File: src/rtl/t08_lcd_responder.sv
// ---------------------------------------------------------------------------
// t08_lcd_responder
//   Responder side of an 8080-style parallel LCD bus. All bus inputs are
//   sampled once per clock and only the sampled copies are decoded. The
//   responder recognises a small command set (NOP, software reset, display
//   on/off, column/page address windows, pixel format, memory write and two
//   status reads), assembles 16-bit pixels from byte pairs and walks the
//   programmed address window.
//
// Ports
//   clk            in   rising-edge clock
//   rst            in   synchronous active-high reset
//   data_in[7:0]   in   bus byte from the initiator
//   wrx, rdx       in   write / read strobes (event on sampled 0->1 edge)
//   csx            in   chip select, active low (high aborts the current op)
//   dcx            in   0 = command byte, 1 = data byte
//   data_out[7:0]  out  read-back byte (0 when not driven)
//   data_oe        out  data_out valid and driven
//   cmd_valid      out  one-cycle pulse per accepted command byte
//   cmd_code[7:0]  out  code of the last accepted command
//   pixel_valid    out  one-cycle pulse per assembled pixel
//   pixel_data     out  {high byte, low byte} of the pixel
//   pixel_x/_y     out  column / row address of the pixel
//   display_on     out  display enable flag
//   pixfmt[7:0]    out  pixel format register
//   sw_reset_pulse out  one-cycle pulse on software reset command
// ---------------------------------------------------------------------------
module t08_lcd_responder (
    input  logic        clk,
    input  logic        rst,
    input  logic [7:0]  data_in,
    input  logic        wrx,
    input  logic        rdx,
    input  logic        csx,
    input  logic        dcx,
    output logic [7:0]  data_out,
    output logic        data_oe,
    output logic        cmd_valid,
    output logic [7:0]  cmd_code,
    output logic        pixel_valid,
    output logic [15:0] pixel_data,
    output logic [15:0] pixel_x,
    output logic [15:0] pixel_y,
    output logic        display_on,
    output logic [7:0]  pixfmt,
    output logic        sw_reset_pulse
);

    typedef enum logic [1:0] {
        ST_IDLE,
        ST_PARAM,
        ST_PIXEL,
        ST_READ
    } state_t;

    typedef enum logic [1:0] {
        PK_CASET,
        PK_PASET,
        PK_PIXFMT
    } pkind_t;

    localparam logic [15:0] SC_RST     = 16'd0;
    localparam logic [15:0] EC_RST     = 16'd239;
    localparam logic [15:0] SP_RST     = 16'd0;
    localparam logic [15:0] EP_RST     = 16'd319;
    localparam logic [7:0]  PIXFMT_RST = 8'h66;

    // Sample stage and previous-sample copies for edge detection
    logic [7:0]  r_data_s;
    logic        r_wrx_s;
    logic        r_rdx_s;
    logic        r_csx_s;
    logic        r_dcx_s;
    logic        r_wrx_p;
    logic        r_rdx_p;

    // Control state
    state_t      r_state;
    pkind_t      r_pkind;
    logic [1:0]  r_idx;
    logic [15:0] r_stg_start;
    logic [7:0]  r_stg_end_hi;
    logic [7:0]  r_hi;
    logic        r_hi_valid;
    logic        r_rd_pixfmt;

    // Configuration and address registers
    logic [15:0] r_sc;
    logic [15:0] r_ec;
    logic [15:0] r_sp;
    logic [15:0] r_ep;
    logic [15:0] r_col;
    logic [15:0] r_row;
    logic        r_display_on;
    logic [7:0]  r_pixfmt;

    // Registered outputs
    logic        r_cmd_valid;
    logic [7:0]  r_cmd_code;
    logic        r_pix_valid;
    logic [15:0] r_pix_data;
    logic [15:0] r_pix_x;
    logic [15:0] r_pix_y;
    logic        r_swrst;

    logic        w_wr_ev;
    logic        w_rd_ev;
    logic [15:0] w_col_nxt;
    logic [15:0] w_row_nxt;
    logic        w_data_oe;
    logic [7:0]  w_data_out;

    // Write has priority: a read edge in the same cycle is dropped.
    assign w_wr_ev = r_wrx_s & ~r_wrx_p & ~r_csx_s;
    assign w_rd_ev = r_rdx_s & ~r_rdx_p & ~r_csx_s & ~w_wr_ev;

    // Raster walk inside the window: wrap column to sc, then row to sp.
    always_comb begin
        w_col_nxt = r_col + 16'd1;
        w_row_nxt = r_row;
        if (r_col >= r_ec) begin
            w_col_nxt = r_sc;
            w_row_nxt = (r_row >= r_ep) ? r_sp : (r_row + 16'd1);
        end
    end

    always_comb begin
        w_data_oe  = (r_state == ST_READ) && !r_rdx_s && !r_csx_s;
        w_data_out = '0;
        if (w_data_oe) begin
            w_data_out = r_rd_pixfmt ? r_pixfmt : {5'b0, r_display_on, 2'b00};
        end
    end

    always_ff @(posedge clk) begin
        if (rst) begin
            r_data_s     <= '0;
            r_wrx_s      <= 1'b1;
            r_rdx_s      <= 1'b1;
            r_csx_s      <= 1'b1;
            r_dcx_s      <= 1'b0;
            r_wrx_p      <= 1'b1;
            r_rdx_p      <= 1'b1;
            r_state      <= ST_IDLE;
            r_pkind      <= PK_CASET;
            r_idx        <= '0;
            r_stg_start  <= '0;
            r_stg_end_hi <= '0;
            r_hi         <= '0;
            r_hi_valid   <= 1'b0;
            r_rd_pixfmt  <= 1'b0;
            r_sc         <= SC_RST;
            r_ec         <= EC_RST;
            r_sp         <= SP_RST;
            r_ep         <= EP_RST;
            r_col        <= '0;
            r_row        <= '0;
            r_display_on <= 1'b0;
            r_pixfmt     <= PIXFMT_RST;
            r_cmd_valid  <= 1'b0;
            r_cmd_code   <= '0;
            r_pix_valid  <= 1'b0;
            r_pix_data   <= '0;
            r_pix_x      <= '0;
            r_pix_y      <= '0;
            r_swrst      <= 1'b0;
        end else begin
            r_data_s    <= data_in;
            r_wrx_s     <= wrx;
            r_rdx_s     <= rdx;
            r_csx_s     <= csx;
            r_dcx_s     <= dcx;
            r_wrx_p     <= r_wrx_s;
            r_rdx_p     <= r_rdx_s;

            r_cmd_valid <= 1'b0;
            r_pix_valid <= 1'b0;
            r_swrst     <= 1'b0;

            if (r_csx_s) begin
                // Deselect abandons any transfer but keeps configuration.
                r_state    <= ST_IDLE;
                r_idx      <= '0;
                r_hi_valid <= 1'b0;
            end else if (w_wr_ev && !r_dcx_s) begin
                r_cmd_valid <= 1'b1;
                r_cmd_code  <= r_data_s;
                r_idx       <= '0;
                r_hi_valid  <= 1'b0;
                r_state     <= ST_IDLE;
                case (r_data_s)
                    8'h01: begin
                        r_sc         <= SC_RST;
                        r_ec         <= EC_RST;
                        r_sp         <= SP_RST;
                        r_ep         <= EP_RST;
                        r_col        <= '0;
                        r_row        <= '0;
                        r_display_on <= 1'b0;
                        r_pixfmt     <= PIXFMT_RST;
                        r_pix_data   <= '0;
                        r_pix_x      <= '0;
                        r_pix_y      <= '0;
                        r_swrst      <= 1'b1;
                    end
                    8'h28: r_display_on <= 1'b0;
                    8'h29: r_display_on <= 1'b1;
                    8'h2A: begin
                        r_state <= ST_PARAM;
                        r_pkind <= PK_CASET;
                    end
                    8'h2B: begin
                        r_state <= ST_PARAM;
                        r_pkind <= PK_PASET;
                    end
                    8'h3A: begin
                        r_state <= ST_PARAM;
                        r_pkind <= PK_PIXFMT;
                    end
                    8'h2C: begin
                        r_state <= ST_PIXEL;
                        r_col   <= r_sc;
                        r_row   <= r_sp;
                    end
                    8'h0A: begin
                        r_state     <= ST_READ;
                        r_rd_pixfmt <= 1'b0;
                    end
                    8'h0C: begin
                        r_state     <= ST_READ;
                        r_rd_pixfmt <= 1'b1;
                    end
                    default: r_state <= ST_IDLE;
                endcase
            end else if (w_wr_ev) begin
                case (r_state)
                    ST_PARAM: begin
                        if (r_pkind == PK_PIXFMT) begin
                            r_pixfmt <= r_data_s;
                            r_state  <= ST_IDLE;
                        end else begin
                            r_idx <= r_idx + 2'd1;
                            case (r_idx)
                                2'd0: r_stg_start[15:8] <= r_data_s;
                                2'd1: r_stg_start[7:0]  <= r_data_s;
                                2'd2: r_stg_end_hi      <= r_data_s;
                                default: begin
                                    // Window registers change only once all four bytes arrived.
                                    if (r_pkind == PK_CASET) begin
                                        r_sc <= r_stg_start;
                                        r_ec <= {r_stg_end_hi, r_data_s};
                                    end else begin
                                        r_sp <= r_stg_start;
                                        r_ep <= {r_stg_end_hi, r_data_s};
                                    end
                                    r_state <= ST_IDLE;
                                end
                            endcase
                        end
                    end
                    ST_PIXEL: begin
                        if (!r_hi_valid) begin
                            r_hi       <= r_data_s;
                            r_hi_valid <= 1'b1;
                        end else begin
                            r_pix_valid <= 1'b1;
                            r_pix_data  <= {r_hi, r_data_s};
                            r_pix_x     <= r_col;
                            r_pix_y     <= r_row;
                            r_col       <= w_col_nxt;
                            r_row       <= w_row_nxt;
                            r_hi_valid  <= 1'b0;
                        end
                    end
                    default: ;
                endcase
            end else if (w_rd_ev && (r_state == ST_READ)) begin
                r_state <= ST_IDLE;
            end
        end
    end

    assign data_out       = w_data_out;
    assign data_oe        = w_data_oe;
    assign cmd_valid      = r_cmd_valid;
    assign cmd_code       = r_cmd_code;
    assign pixel_valid    = r_pix_valid;
    assign pixel_data     = r_pix_data;
    assign pixel_x        = r_pix_x;
    assign pixel_y        = r_pix_y;
    assign display_on     = r_display_on;
    assign pixfmt         = r_pixfmt;
    assign sw_reset_pulse = r_swrst;

endmodule
File: config.mk
export PLATFORM = sky130hd
export DESIGN_NAME = t08_lcd_responder
export DESIGN_NICKNAME = d
export VERILOG_FILES = /design/src/rtl/t08_lcd_responder.sv
export SDC_FILE = /design/constraint.sdc
export NUM_CORES = 1
export LEC_CHECK = 0
export BUFFER_PORTS_ARGS = -buffer_cell sky130_fd_sc_hd__buf_2
export CELL_PAD_IN_SITES_DETAIL_PLACEMENT = 0
export CELL_PAD_IN_SITES_GLOBAL_PLACEMENT = 1
export CORE_MARGIN = 10
export CORE_UTILIZATION = 45
export CTS_CLUSTER_DIAMETER = 200
export CTS_CLUSTER_SIZE = 16
export DETAILED_ROUTE_END_ITERATION = 16
export PLACE_DENSITY_LB_ADDON = 0.1
export SYNTH_ARGS = -nofsm -noshare
export SYNTH_HDL_FRONTEND = slang
export SYNTH_SLANG_ARGS = --single-unit
File: constraint.sdc
create_clock -name clk -period 3.7 [get_ports clk]
set_input_delay 0.37 -clock clk [delete_from_list [all_inputs] [get_ports clk]]
set_output_delay 0.37 -clock clk [all_outputs]
set_load 0.05 [all_outputs]
==> run_results.csv, run 1 <==
group,metric,value,unit
run_status,status,"finished clean",
final_layout,nFillCells,2148,
final_layout,register_area,0.00436,mm^2
final_layout,drive_gt1_share,13.9,%
synthesis,synth.area.top_cells,"dfxtp_1 45%, a21oi_1 7.1%, nand3_1 6.5%",
timing,layout_setup_ws,831,ps
routing,drt_iter0_drc,703,
power_and_ir_drop,p_per_area,384,mW/mm^2
die,die_w,167,um
synthesis,ys.flop_type,"dfxtp_1",
global_routing,globalRouteTotalUtil,19.9,%
timing,rsz0062_at_grt,"false",
global_routing,grt_max_degree,85,
final_layout,final_nets,1265,
synthesis,async_flop_share,0,%
clock_tree,clk_pin_slew,80,ps
run,maxCapViolCount,0,
timing,fin_crit_sh,77.5,%
final_layout,multi_input_area,0.00490,mm^2
timing,finClkSkew,11.1,ps
die,io_pins,91,
routing,antenna_left,0,
critical_path,end_kind,"register",
power_and_ir_drop,ir_drop,0.000291,V
die,start_util,46.0,%
final_layout,n_antenna_cell,0,
synthesis,synth_area_leader_cell,"dfxtp_1",
routing,drc_errors,0,
synthesis,ys_seq_area_share,44.7,%
place,port_buffers,90,
clock_tree,clock_latency,490,ps
critical_path,crit_path_start_kind,"register",
critical_path,regToRegStartpoint,"r_col[0]",
final_layout,post-route-util,51.1,%
timing,hold_ws,53.8,ps
critical_path,arrival,3260,ps
critical_path,critPathKind,"register to register",
synthesis,ys.warnings.count,0,
timing,max_freq,349,MHz
final_layout,design_area,0.0108,mm^2
final_layout,area_growth,11.0,%
place,gp_congestion,0.831,
die,die_h,167,um
timing,min_period,2870,ps
clock_tree,cts_setup_buffers,0,
critical_path,ff2ff_setup_slack,830,ps
final_layout,fin_cells,1487,
timing,final-hold-violation-count,0,
clock_tree,cts_hold_buffers,0,
critical_path,required,4090,ps
synthesis,synth_top_area_share,44.7,%
synthesis,netlist_area,0.00977,mm^2
hold_path,min_from,"rdx",
routing,drt_wl_total,29000,um
routing,vias,8493,
routing,dr.pass1.iters,5,
global_routing,grt_first_pass_wirelength,46600,um
synthesis,synth_seq_cells,218,
timing,setup-violations-final,0,
routing,viasPerCell,5.71,
synthesis,synth_enable_flop_cells,0,
power_and_ir_drop,power.leakage,4.19,nW
timing,finalSetupTns,0,ps
synthesis,syn_inst,1163,
clock_tree,clk_path_buf_depth,3,
place,placed_cells,1469,
routing,wl_per_cell,19.5,um
clock_tree,cts_tree,"done",
place,post-place-ws,896,ps
clock_tree,cts_root_buf,"clkbuf_16",
timing,timing_worst_slew_pin_value,983,ps
place,placed_area,0.0104,mm^2
synthesis,avgSynthCellArea,8.40,um^2
die,core-area,0.0212,mm^2
global_routing,antenna_found_initial,0,
clock_tree,cts_num_sinks,218,
timing,drv_slew,0,
synthesis,synthesis.nets,1215,
global_routing,grt_pass1_vias,8108,
clock_tree,cts_buffers,17,
timing,relSlewSlack,34.2,%
clock_tree,htreeDepth,1,
hold_path,hold_path.class,"input port to register",
synthesis,netlist-cell-type-count,70,
place,dp_hpwl,19700,um
global_routing,grt_overflow,0,
critical_path,cp-startpoint,"r_col[0]",
critical_path,critPathMaxFanout,12,
die,die-area,0.0280,mm^2
power_and_ir_drop,power.total,4.17,mW
die,rows,53,
clock_tree,cts_resized,0,
## metal layers
layer  up-vias  track usage (%)  part of all wire [%]
met5         -                0                     0
met4         0             4.62                   2.0
met3        32             2.97                   4.9
met2       205             30.8                    44
met1      4061             28.5                    49
li1       4195                -                     -
## cell usage after synthesis, drive strengths merged, types with 7 or more instances
cell type and n:
a211oi 10, a21oi 139, a22o 19, a22oi 22
a31oi 7, and3 11, buf 26, clkbuf 58
dfxtp 218, ha 38, inv 43, mux2i 18
nand2 167, nand3 126, nand4 16, nor2 68
nor2b 13, nor3 21, o211ai 14, o21ai 28
xnor2 15
## cell type report
cell class | count | area share, %
Tap cell | 275 | 3.17
Inverter | 44 | 1.52
Clock inverter | 1 | 0.0808
Sequential cell | 218 | 40.2
Timing Repair Buffer | 115 | 5.91
Multi-Input combinational cell | 817 | 45.1
Clock buffer | 17 | 3.92
## registers in the layout (all words and copies together) (netlist names), 2 cells and up
name and cells:
pixel_data 16, pixel_x 16, pixel_y 16, r_col 16
r_ec 16, r_ep 16, r_row 16, r_sc 16
r_sp 16, r_stg_start 16, cmd_code 8, pixfmt 8
r_data_s 8, r_hi 8, r_stg_end_hi 8, r_idx 2
r_pkind 2, r_state 2
## worst paths after layout
path	end	cells after the start
hold / removal	r_rdx_s	2
setup reg to reg	r_col[9]	8
hold reg to reg	pixel_y[14]	2
setup / recovery	r_col[9]	8
## cells in the final DEF, fill, tap and decap left out, drive strengths merged, types with 19 or more instances in the layout
master / instances
a21oi: 139
nand2: 167
inv: 43
nor3: 21
nand3: 126
o21ai: 28
nor2: 68
a22oi: 22
a22o: 19
ha: 38
buf: 115
dfxtp: 218
## critical path, cell delays in order, from the launching register on
cell and delay [ps]:
dfxtp_1 400, inv_1 90, ha_1 260, nand2b_1 140
a2111o_1 450, a311oi_4 470, and2_1 540, mux2i_1 150
a221oi_1 260
## power breakdown
part / switching (mW) / total (mW) / internal, mW
Clock: 0.840 / 1.66 / 0.821
Sequential: 0.0242 / 2.38 / 2.35
Combinational: 0.0901 / 0.126 / 0.0355
## logic make-up after synthesis
kind of cell	count (synthesis)	synth area share, %
fa+ha+maj	38	4.87
xor+xnor	20	1.79
mux	20	2.08
buf+inv	128	5.53
flops	218	44.7
simple gates	461	22.5
compound gates	278	18.5
No activity file was read; power rests on OpenSTA's default activity.
==> run 2, diff against run 1 <==
- CORE_UTILIZATION: 45 -> 40
- clock period: 3.7 -> 2.5 ns (I/O delays scaled with it)
==> run 2 against run 1 <==
  * Clock power up 48%
  * Critical path type unchanged
  * Global-route usage decreased by 1.1 points
  * Die area rose by 11%
  * Non-clock buffer count is 68 higher
  * Sequential cell count stayed put
  * Via count grew 2.5%
  * Worst setup slack worse by 770 ps
  * Utilization down 2.9 points
  * Wire length grew 5.4%
  * Cell area rose by 7.4%
  * Hold slack better by 6.3 ps
  * Critical endpoint is now r_row[4]
  * Combinational power up 99%
==> run_results.csv, run 2 (synthesized netlist as in run 1, its figures left out) <==
group,metric,value,unit
critical_path,critPathMaxFanout,7,
hold_path,hold_path.class,"input port to register",
clock_tree,clock_latency,490,ps
timing,drv_slew,0,
clock_tree,clk_path_buf_depth,3,
routing,vias,8705,
routing,drc_errors,0,
critical_path,required,2920,ps
run,maxCapViolCount,0,
timing,final-hold-violation-count,0,
final_layout,final_common_cell,"dfxtp_1",
die,die-area,0.0311,mm^2
critical_path,crit_path_start_kind,"register",
critical_path,arrival,2860,ps
die,die_w,176,um
global_routing,grt_overflow,0,
global_routing,antenna_found_initial,0,
timing,setup-violations-final,0,
place,placed_area,0.0110,mm^2
routing,dr.pass1.iters,5,
final_layout,fin_cells,1604,
die,io_pins,91,
clock_tree,cts_tree,"done",
final_layout,nFillCells,2392,
power_and_ir_drop,p_per_area,533,mW/mm^2
hold_path,min_from,"dcx",
global_routing,grt_first_pass_wirelength,47100,um
place,dp_hpwl,21100,um
critical_path,end_kind,"register",
final_layout,n_antenna_cell,0,
global_routing,grt_max_degree,75,
die,core-area,0.0242,mm^2
final_layout,register_area,0.00437,mm^2
critical_path,critPathKind,"register to register",
timing,layout_setup_ws,57.8,ps
final_layout,final_nets,1333,
place,post-place-ws,-35.1,ps
final_layout,post-route-util,48.2,%
global_routing,grt_pass1_vias,8213,
critical_path,regToRegStartpoint,"r_ec[0]",
timing,relSlewSlack,44.0,%
routing,wl_per_cell,19.0,um
clock_tree,htreeDepth,1,
final_layout,area_growth,19.2,%
clock_tree,cts_root_buf,"clkbuf_16",
routing,antenna_left,0,
timing,max_freq,409,MHz
power_and_ir_drop,power.leakage,4.61,nW
timing,fin_crit_sh,97.7,%
timing,finClkSkew,12.5,ps
final_layout,drive_gt1_share,18.6,%
routing,drt_wl_total,30500,um
power_and_ir_drop,power.total,6.20,mW
timing,hold_ws,60.1,ps
run_status,status,"finished clean",
global_routing,globalRouteTotalUtil,18.8,%
timing,min_period,2440,ps
place,port_buffers,90,
final_layout,final_cell_mix,"217 x dfxtp_1, 165 x nand2_1, 137 x a21oi_1, 125 x nand3_1, 89 x buf_2",
final_layout,multi_input_area,0.00494,mm^2
power_and_ir_drop,ir_drop,0.000408,V
die,rows,57,
clock_tree,cts_buffers,17,
die,die_h,176,um
place,placed_cells,1569,
routing,viasPerCell,5.43,
clock_tree,cts_num_sinks,218,
die,start_util,40.4,%
critical_path,cp-startpoint,"r_ec[0]",
routing,drt_iter0_drc,561,
clock_tree,clk_pin_slew,80,ps
final_layout,design_area,0.0116,mm^2
place,gp_congestion,0.841,
timing,timing_worst_slew_pin_value,840,ps
timing,finalSetupTns,0,ps
## run 2: cell types whose count changed in the layout (fill, tap and decap cells not counted), moves of 7 or more
| cell | delta |
|---|---|
| buf_12 | +9 |
| buf_4 | +45 |
| dlygate4sd3_1 | +11 |
| o21ai_0 | -7 |
| o21ai_1 | +7 |
## run 2: layer usage
metal  share of wire (%)  global-route usage (%)
met3                 5.0                    3.33
met5                   0                       0
met1                  48                    26.4
met4                 1.2                    3.00
met2                  45                    29.9
## run 2: timing repair
item | 4_1_cts | 5_1_grt
hold endpoints to repair | 11 | 0
setup buffers | 0 | 3
gates resized for setup | 0 | 18
pin swaps | 1 | 7
setup endpoints to repair | 4 | 19
hold buffers | 11 | 0
gates cloned | 0 | 3
## run 2: path summary, 6_finish.rpt
kind / slack [ps] / end / depth (start not counted)
worst min-delay path: 60 / r_dcx_s / 2
worst max register to register: 60 / r_row[4] / 9
worst max-delay path: 60 / r_row[4] / 9
worst min register to register: 450 / pixel_x[0] / 2
## run 2: power breakdown
part           internal [mW]  leakage [nW]  total (mW)  switching (mW)
combinational         0.0830          2.63       0.251           0.168
sequential              3.48          1.76        3.49         0.00998
clock                   1.22         0.214        2.45            1.24
## run 2: worst max-delay path, stage by stage (launching register included)
cell and delay, ps:
dfxtp_1 380, ha_4 210, nand2b_4 130, a2111o_1 430, a311oi_4 390, buf_4 180
a31oi_4 180, buf_4 210, buf_6 130, a21oi_1 110
## run 2: cell type report
| cell class | instances | share of cell area [%] |
|---|---|---|
| Multi-Input combinational cell | 817 | 42.5 |
| Sequential cell | 218 | 37.5 |
| Timing Repair Buffer | 183 | 11.4 |
| Clock buffer | 17 | 3.65 |
| Tap cell | 324 | 3.48 |
| Inverter | 44 | 1.42 |
| Clock inverter | 1 | 0.0752 |
==> run 3, diff against run 2 <==
- ABC_AREA: not set -> 1
==> run 3 against run 2 <==
  * Via count up 6.0%
  * Final cell count up 13%
  * Worst setup slack better by 190 ps
  * Cell area up 1.2%
  * Clock power about the same
  * Sequential share of layout area down 0.43 points
  * Combinational power up 10%
  * Highest routed layer unchanged
  * Clock-buffer cell count unchanged
  * Die area up 3.6%
  * Clock skew up 1.7 ps
  * Sequential cell count unchanged
  * Hold slack better by 190 ps
==> run_results.csv, run 3 <==
group,metric,value,unit
clock_tree,htreeDepth,1,
die,start_util,40.5,%
clock_tree,cts_root_buf,"clkbuf_16",
synthesis,synth_enable_flop_cells,0,
routing,wl_per_cell,17.4,um
timing,finalSetupTns,0,ps
critical_path,critPathKind,"register to register",
die,io_pins,91,
timing,setup-violations-final,0,
final_layout,final_common_cell,"nand2_1",
synthesis,ys_seq_area_share,42.9,%
critical_path,required,2900,ps
synthesis,netlist_area,0.0102,mm^2
routing,drt_iter0_drc,641,
critical_path,rr_worst_depth,12,
power_and_ir_drop,switchingPower,1.46,mW
place,dp_hpwl,22900,um
synthesis,synth.area.top_cells,"dfxtp_1 43%, nand2_1 9.2%, a21oi_1 7.7%",
power_and_ir_drop,power.leakage,5.05,nW
routing,antenna_left,0,
global_routing,grt_pass1_vias,9010,
final_layout,design_area,0.0118,mm^2
die,die_w,179,um
critical_path,arrival,2650,ps
global_routing,antenna_found_initial,0,
critical_path,crit_path_start_kind,"register",
synthesis,synth.most_common_cell,"nand2_1",
place,gp_congestion,0.864,
final_layout,final_cell_mix,"249 x nand2_1, 217 x dfxtp_1, 160 x inv_1, 155 x a21oi_1, 141 x nor2_1",
final_layout,drive_gt1_share,14.5,%
critical_path,regToRegStartpoint,"r_ec[9]",
timing,relSlewSlack,39.5,%
power_and_ir_drop,ir_drop,0.000399,V
hold_path,hold_end,"r_row[6]",
synthesis,synth_top_area_share,42.9,%
global_routing,grt_first_pass_wirelength,49800,um
synthesis,avgSynthCellArea,7.43,um^2
run,maxCapViolCount,0,
clock_tree,cts_tree,"done",
power_and_ir_drop,p_seq_share,56.2,%
clock_tree,clock_latency,480,ps
hold_path,min_from,"rst",
timing,finClkSkew,14.2,ps
place,placed_area,0.0112,mm^2
synthesis,synth_seq_cells,218,
clock_tree,cts_setup_buffers,0,
run_status,status,"finished clean",
clock_tree,clk_path_buf_depth,3,
place,placed_cells,1779,
hold_path,holdPathStages,2,
timing,hold_ws,252,ps
final_layout,fin_cells,1809,
timing,timing_worst_slew_pin_value,904,ps
synthesis,ys.warnings.count,0,
timing,drv_slew,0,
synthesis,synthesis.nets,1421,
critical_path,end_kind,"register",
timing,min_period,2250,ps
final_layout,post-route-util,46.9,%
place,port_buffers,90,
power_and_ir_drop,p_sw_share,23.4,%
timing,max_freq,444,MHz
routing,vias,9225,
final_layout,area_growth,15.8,%
place,post-place-ws,114,ps
clock_tree,clk_pin_slew,80,ps
final_layout,final_nets,1532,
synthesis,ys.flop_type,"dfxtp_1",
power_and_ir_drop,power.total,6.24,mW
die,rows,58,
timing,rsz0062_at_grt,"false",
timing,fin_crit_sh,90.2,%
critical_path,r2r-end,"r_col[15]",
power_and_ir_drop,p_per_area,530,mW/mm^2
global_routing,globalRouteTotalUtil,18.6,%
synthesis,syn_inst,1369,
die,die-area,0.0322,mm^2
critical_path,critPathMaxFanout,8,
hold_path,hold_path.class,"input port to register",
power_and_ir_drop,p_clk_share,39.4,%
synthesis,async_flop_share,0,%
power_and_ir_drop,p_comb_share,4.4,%
routing,drt_wl_total,31500,um
power_and_ir_drop,p_int,4.78,mW
timing,layout_setup_ws,245,ps
timing,final-hold-violation-count,0,
final_layout,nFillCells,2651,
global_routing,grt_max_degree,63,
synthesis,synth_commonest_cells,"250 x nand2_1, 218 x dfxtp_1, 161 x inv_1",
clock_tree,cts_num_sinks,218,
critical_path,ff2ff_setup_slack,250,ps
synthesis,netlist-cell-type-count,45,
routing,viasPerCell,5.10,
global_routing,grt_overflow,0,
die,core-area,0.0251,mm^2
final_layout,n_antenna_cell,0,
clock_tree,cts_buffers,17,
routing,dr.pass1.iters,5,
routing,drc_errors,0,
critical_path,cp-startpoint,"r_ec[9]",
synthesis,synth_area_leader_cell,"dfxtp_1",
die,die_h,179,um
## run 3: timing repair
item / 4_1_cts / 5_1_grt
endpoints found under the hold margin: 12 / 0
resized for setup: 0 / 3
hold buffers: 12 / 0
setup endpoints to repair: 0 / 1
## run 3: worst max-delay path by stage
stage / end / slack (ps) / depth (start not counted)
detailed placement: r_col[15] / 110 / 13
global placement: r_col[15] / 130 / 11
global route: r_col[15] / 40 / 14
floorplan: data_out[2] / 180 / 4
finish: r_col[15] / 250 / 12
CTS: r_col[15] / 100 / 13
## run 3: per-layer routing
| layer | wire length, um | GRT usage (%) |
|---|---|---|
| met1 | 15400 | 25.0 |
| met2 | 14400 | 31.2 |
| met3 | 1120 | 2.39 |
| met4 | 521 | 3.80 |
| met5 | 0 | 0 |
## run 3: final cells by class
type,instances,area [um^2],area share [%]
multi-input combinational,916,4890,41.5
sequential,218,4370,37.1
timing repair buffer,158,1040,8.86
inverter,169,634,5.39
clock buffer,17,425,3.61
tap,330,413,3.51
clock inverter,1,8.76,0.0744
## run 3: cells by family after synthesis
kind of cell    share of synthesized area (%)
compound gates                           18.6
xor+xnor                                 1.98
fa+ha+maj                                4.68
buf+inv                                  9.13
flops                                    42.9
mux                                    0.0984
simple gates                             22.6
## run 3: power by group through the flow
stage	Sequential (mW)	Combinational, mW	Clock, mW
floorplan	3.59	0.143	0
global placement	3.59	0.263	0
detailed placement	3.59	0.261	0
CTS	3.50	0.276	2.52
global route	3.51	0.300	2.64
finish	3.50	0.276	2.46
## run 3: critical path, stage by stage (launching register included)
cell and delay, ps:
dfxtp_1 320, inv_1 60, ha_1 310, nand2_1 70, inv_1 40, o21bai_1 110
a21oi_1 90, nor2_2 330, nand3_2 200, buf_4 220, o21ai_0 100, o21ai_0 140
a21oi_2 190
